### config.mk
export PLATFORM = sky130hd
export DESIGN_NAME = prog_clk_div
export DESIGN_NICKNAME = d
export VERILOG_FILES = /design/src/rtl/clk_div_pkg.sv /design/src/rtl/prog_clk_div_ch.sv /design/src/rtl/prog_clk_div.sv
export SDC_FILE = /design/constraint.sdc
export NUM_CORES = 1
export LEC_CHECK = 0
export ABC_AREA = 0
export CAP_MARGIN = 25
export CORE_MARGIN = 1.5
export CORE_UTILIZATION = 45
export DETAILED_ROUTE_END_ITERATION = 16
export DONT_BUFFER_PORTS = 1
export GPL_ROUTABILITY_DRIVEN = 0
export HOLD_SLACK_MARGIN = 0.1
export PLACE_DENSITY = 0.7
export SLEW_MARGIN = 20
export SYNTH_ARGS = -nofsm -noshare
export SYNTH_HDL_FRONTEND = slang
export SYNTH_SLANG_ARGS = --single-unit
export TNS_END_PERCENT = 1
### constraint.sdc
create_clock -name clk_in -period 5.7 [get_ports clk_in]
set_input_delay 0.855 -clock clk_in [delete_from_list [all_inputs] [get_ports clk_in]]
set_output_delay 0.855 -clock clk_in [all_outputs]
set_load 0.02 [all_outputs]
### src/rtl/clk_div_pkg.sv
// Shared types and constants for the programmable clock divider.
package clk_div_pkg;
  localparam int CNT_W_PKG = 8;
  localparam logic [CNT_W_PKG-1:0] MIN_PER = CNT_W_PKG'(2);

  typedef struct packed {
    logic [CNT_W_PKG-1:0] per;
    logic [CNT_W_PKG-1:0] high;
  } ch_cfg_t;

  // High time clamped so every period keeps at least one low cycle.
  function automatic logic [CNT_W_PKG-1:0] high_eff(input ch_cfg_t c);
    return (c.high > c.per - 1'b1) ? c.per - 1'b1 : c.high;
  endfunction
endpackage

### src/rtl/prog_clk_div_ch.sv
// One divider channel: active/shadow config, pending bit, counter, registered outputs.
module prog_clk_div_ch
  import clk_div_pkg::*;
#(
  parameter int RST_PER  = 4,
  parameter int RST_HIGH = 2
) (
  input  logic    clk_in,
  input  logic    rst,
  input  logic    en,
  input  logic    sync,
  input  logic    wr,
  input  ch_cfg_t wr_cfg,
  output logic    pending,
  output logic    clk_out,
  output logic    strobe
);
  localparam ch_cfg_t RST_CFG = '{per: CNT_W_PKG'(RST_PER), high: CNT_W_PKG'(RST_HIGH)};

  ch_cfg_t act_q, act_d, shd_q, shd_d;
  logic [CNT_W_PKG-1:0] cnt_q, cnt_d;
  logic pend_q, pend_d, bnd_q, bnd_d, clk_q, clk_d, stb_q, stb_d;
  logic on_now, on_nxt, boundary, restart;

  always_comb begin
    act_d    = act_q;
    shd_d    = shd_q;
    pend_d   = pend_q;
    bnd_d    = bnd_q;
    cnt_d    = cnt_q;
    clk_d    = clk_q;
    stb_d    = 1'b0;
    on_now   = (act_q.per >= MIN_PER);
    boundary = bnd_q || !on_now || (cnt_q == act_q.per - 1'b1);
    restart  = boundary || sync;
    on_nxt   = on_now;
    if (en) begin
      if (restart && pend_q) begin
        act_d  = shd_q;
        pend_d = 1'b0;
      end
      on_nxt = (act_d.per >= MIN_PER);
      cnt_d  = (restart || !on_nxt) ? '0 : cnt_q + 1'b1;
      clk_d  = on_nxt && (cnt_d < high_eff(act_d));
      stb_d  = on_nxt && (cnt_d == '0);
      bnd_d  = 1'b0;
    end
    // wr is only possible with pend_q clear, so it never collides with an apply.
    if (wr) begin
      shd_d  = wr_cfg;
      pend_d = 1'b1;
    end
  end

  always_ff @(posedge clk_in) begin
    if (rst) begin
      act_q  <= RST_CFG;
      shd_q  <= RST_CFG;
      pend_q <= 1'b0;
      bnd_q  <= 1'b1;
      cnt_q  <= '0;
      clk_q  <= 1'b0;
      stb_q  <= 1'b0;
    end else begin
      act_q  <= act_d;
      shd_q  <= shd_d;
      pend_q <= pend_d;
      bnd_q  <= bnd_d;
      cnt_q  <= cnt_d;
      clk_q  <= clk_d;
      stb_q  <= stb_d;
    end
  end

  assign pending = pend_q;
  assign clk_out = clk_q;
  assign strobe  = stb_q;
endmodule

### src/rtl/prog_clk_div.sv
// Multi-channel programmable clock divider: config decode, ready mux, channel array.
module prog_clk_div
  import clk_div_pkg::*;
#(
  parameter int NUM_CH   = 4,
  parameter int CNT_W    = CNT_W_PKG,
  parameter int RST_PER  = 4,
  parameter int RST_HIGH = 2,
  localparam int CH_W    = (NUM_CH > 1) ? $clog2(NUM_CH) : 1
) (
  input  logic              clk_in,
  input  logic              rst,
  input  logic              en,
  input  logic              sync,
  input  logic              cfg_valid,
  output logic              cfg_ready,
  input  logic [CH_W-1:0]   cfg_ch,
  input  logic [CNT_W-1:0]  cfg_period,
  input  logic [CNT_W-1:0]  cfg_high,
  output logic [NUM_CH-1:0] clk_out,
  output logic [NUM_CH-1:0] strobe
);
  logic [NUM_CH-1:0] pend;
  logic [NUM_CH-1:0] wr;
  ch_cfg_t           wr_cfg;

  assign wr_cfg    = '{per: cfg_period, high: cfg_high};
  assign cfg_ready = ~pend[cfg_ch];

  for (genvar i = 0; i < NUM_CH; i++) begin : g_ch
    assign wr[i] = cfg_valid && cfg_ready && (cfg_ch == CH_W'(i));

    prog_clk_div_ch #(
      .RST_PER  (RST_PER),
      .RST_HIGH (RST_HIGH)
    ) u_ch (
      .clk_in  (clk_in),
      .rst     (rst),
      .en      (en),
      .sync    (sync),
      .wr      (wr[i]),
      .wr_cfg  (wr_cfg),
      .pending (pend[i]),
      .clk_out (clk_out[i]),
      .strobe  (strobe[i])
    );
  end
endmodule

==> flow_summary.toml <==
[clocking]
htreeDepth = 4
cts_inserted_buffers = 17
clk_latency_ps = 440
cts_tree = "yes"
clk_path_buf_depth = 2
numClockSinks = 173
path_clk_slew_ps = 60
cts_root_buf = "clkbuf_16"

[floorplan]
num_io_pins = 32
die_h_um = 163
row_count = 58
fp.dieW_um = 163
die_area_um2 = 26700
initial_core_util = 0.460
coreArea_um2 = 25200

[synthesis]
synth_area_leaders = "dfxtp_1 30%, ha_1 7.8%, mux2i_1 6.9%"
avgSynthCellArea_um2 = 7.82
yosysMostFrequentCell = "nand2_1"
ys_seq_elements = 173
synthFlopType = "dfxtp_1"
syn-instance-count = 1481
synth-edff-count = 0
syn_area_um2 = 11600
synth_async_sr_flop_share = 0
syn-num-nets = 1576
ys_warn_count = 0
netlist.area_leader.share = 0.299
synth_top_cell_by_area = "dfxtp_1"
yosysUniqueCellTypes = 69
ys_top_cells_by_count = "205 x nand2_1, 173 x dfxtp_1, 165 x nor2_1"
ys_seq_area_frac = 0.299

[cells_and_area]
area_delta_synth_final_pct = 6.03
layout.cells.non_filler = 1750
fin_nets = 1503
multi_input_area_um2 = 7490
nFillCells = 2393
drive_gt1_frac = 0.0725
antenna_cells = 0
seqCellArea_um2 = 3460

[sta]
fin_skew_ps = 12.6
worst_pin_slew_ps = 933
period_share = 0.927
finalHoldViolCount = 0
fin_setup_tns_ps = 0
fmax_mhz = 189
maxSlewViolCount = 0
rsz0062_at_grt = "false"
final.setup.worst_slack_ps = 414
min_period_ps = 5290
setup_viol = 0
max_slew_margin = 0.375

[setup_path]
crit_required_ps = 6080
crit_fanout = 21
arrival_ps = 5660
cp-end-kind = "flip-flop"
worst_setup_path_start_kind = "flip-flop"
crit_type = "flip-flop to flip-flop"

[place]
place_ws_ps = 405
io_buffers = 0
place_inst = 1718
place_hpwl_mm = 21.7

[drt]
wl_per_cell_um = 17.3
first_pass_iters = 5
wirelength_mm = 30.4
ant_nets = 0
vias = 10100
drc = 0
viasPerCell = 5.76
first_iter_violations = 801

[outcome]
status = "finished clean"

[worst_hold_path]
hp-class = "flip-flop to flip-flop"

[run]
maxCapViolCount = 0

[power_and_ir_drop]
power_density_nw_per_um2 = 235
ir_drop_uv = 206
finalPower_uw = 2880
leakagePower_uw = 0.00490

[global_routing]
overflow = 0
grt_max_degree = 155
antenna_found_initial = 0
track_usage = 0.232
grt_pass1_wl_mm = 49.4
grt_pass1_vias = 9598
[flip-flops by register name, indices dropped and copies added (netlist names)]
signal / count
g_ch.u_ch.cnt_q: 32
g_ch.u_ch.bnd_q: 1
g_ch.u_ch.clk_out: 4
g_ch.u_ch.act_q: 64
g_ch.u_ch.pending: 4
g_ch.u_ch.shd_q: 64
g_ch.u_ch.strobe: 4
[critical path: stages, from the launching register on]
cell	delay, ps
dfxtp_1	420
or4_1	710
or4_1	540
a21oi_1	140
o2111ai_1	190
a31o_4	390
mux2i_1	330
inv_1	80
ha_1	310
nor2b_1	130
o21ai_0	150
a21o_1	130
o2bb2ai_1	240
buf_4	260
mux2_2	340
ha_1	170
a211o_1	230
and4bb_2	290
o221a_2	170
[cells by family (layout without fill, tap and decap cells)]
logic type,count (synthesis),in the layout,synth area share
AO/OA/AOI/OAI,277,277,0.147
XOR/XNOR,107,107,0.0821
adder cells (fa/ha/maj),72,72,0.0778
buffers and inverters,152,91,0.0558
flip-flops,173,173,0.299
multiplexers,117,117,0.105
AND/OR/NAND/NOR,583,583,0.233
[timing repair]
action                                  4_1_cts  5_1_grt
buffers inserted                              0        0
gates resized for setup                       0        1
hold buffers                                  0        0
endpoints found under the setup margin        0        1
[metrics by stage]
| step | hold WS [ps] | util | cell area, µm² |
|---|---|---|---|
| after CTS | 452 | 0.487 | 12300 |
| after floorplan | 426 | - | 11600 |
| after global placement | 442 | 0.462 | 11600 |
| after detailed placement | 442 | 0.464 | 11700 |
| after global routing | 477 | 0.487 | 12300 |
| final | 460 | 0.487 | 12300 |
[cell type report]
| type | count | share of cell area |
|---|---|---|
| Sequential cell | 173 | 0.282 |
| Clock inverter | 9 | 0.0114 |
| Timing Repair Buffer | 22 | 0.0151 |
| Clock buffer | 22 | 0.0362 |
| Multi-Input combinational cell | 1156 | 0.610 |
| Inverter | 38 | 0.0116 |
| Tap cell | 330 | 0.0336 |
[per-layer routing]
metal  GRT usage  wire, µm
met5           0         0
met4      0.0834       927
met3      0.0488      1750
met2       0.378     13800
met1       0.301     13900
[cells in the final DEF, fill, tap and decap left out, drive strengths merged, types with 6 or more instances in the layout]
cell type	instances
dfxtp	173
clkinv	6
inv	36
o21a	23
nand4	6
or4	12
o31ai	9
nand2	206
mux2	37
a211oi	15
nor2	165
nand3	43
a21oi	129
xor2	35
or2	6
xnor2	71
clkbuf	22
o21ai	42
and3	19
or3	13
nor4	11
nor2b	18
nor3	47
a21o	8
ha	72
buf	22
mux2i	80
[path summary, 6_finish.rpt]
check / start / to / slack [ps] / depth (start not counted)
worst min-delay path: g_ch[1].u_ch.shd_q[2]$_SDFFE_PP0P_ / g_ch[1].u_ch.shd_q[2]$_SDFFE_PP0P_ / 460 / 2
worst max-delay path: g_ch[0].u_ch.act_q[8]$_SDFFE_PP0P_ / g_ch[0].u_ch.clk_out$_SDFFE_PP0P_ / 410 / 18
worst max register to register: g_ch[0].u_ch.act_q[8]$_SDFFE_PP0P_ / g_ch[0].u_ch.clk_out$_SDFFE_PP0P_ / 410 / 18
worst min register to register: g_ch[1].u_ch.shd_q[2]$_SDFFE_PP0P_ / g_ch[1].u_ch.shd_q[2]$_SDFFE_PP0P_ / 460 / 2
[where the power goes]
group	total, µW	switching [µW]	internal, µW	leakage (µW)
Combinational	399	223	176	0.00322
Clock	1190	504	691	0.000275
Sequential	1290	42.1	1240	0.00141
Total	2880	769	2110	0.00490
Power figures use the tool's default switching activity.
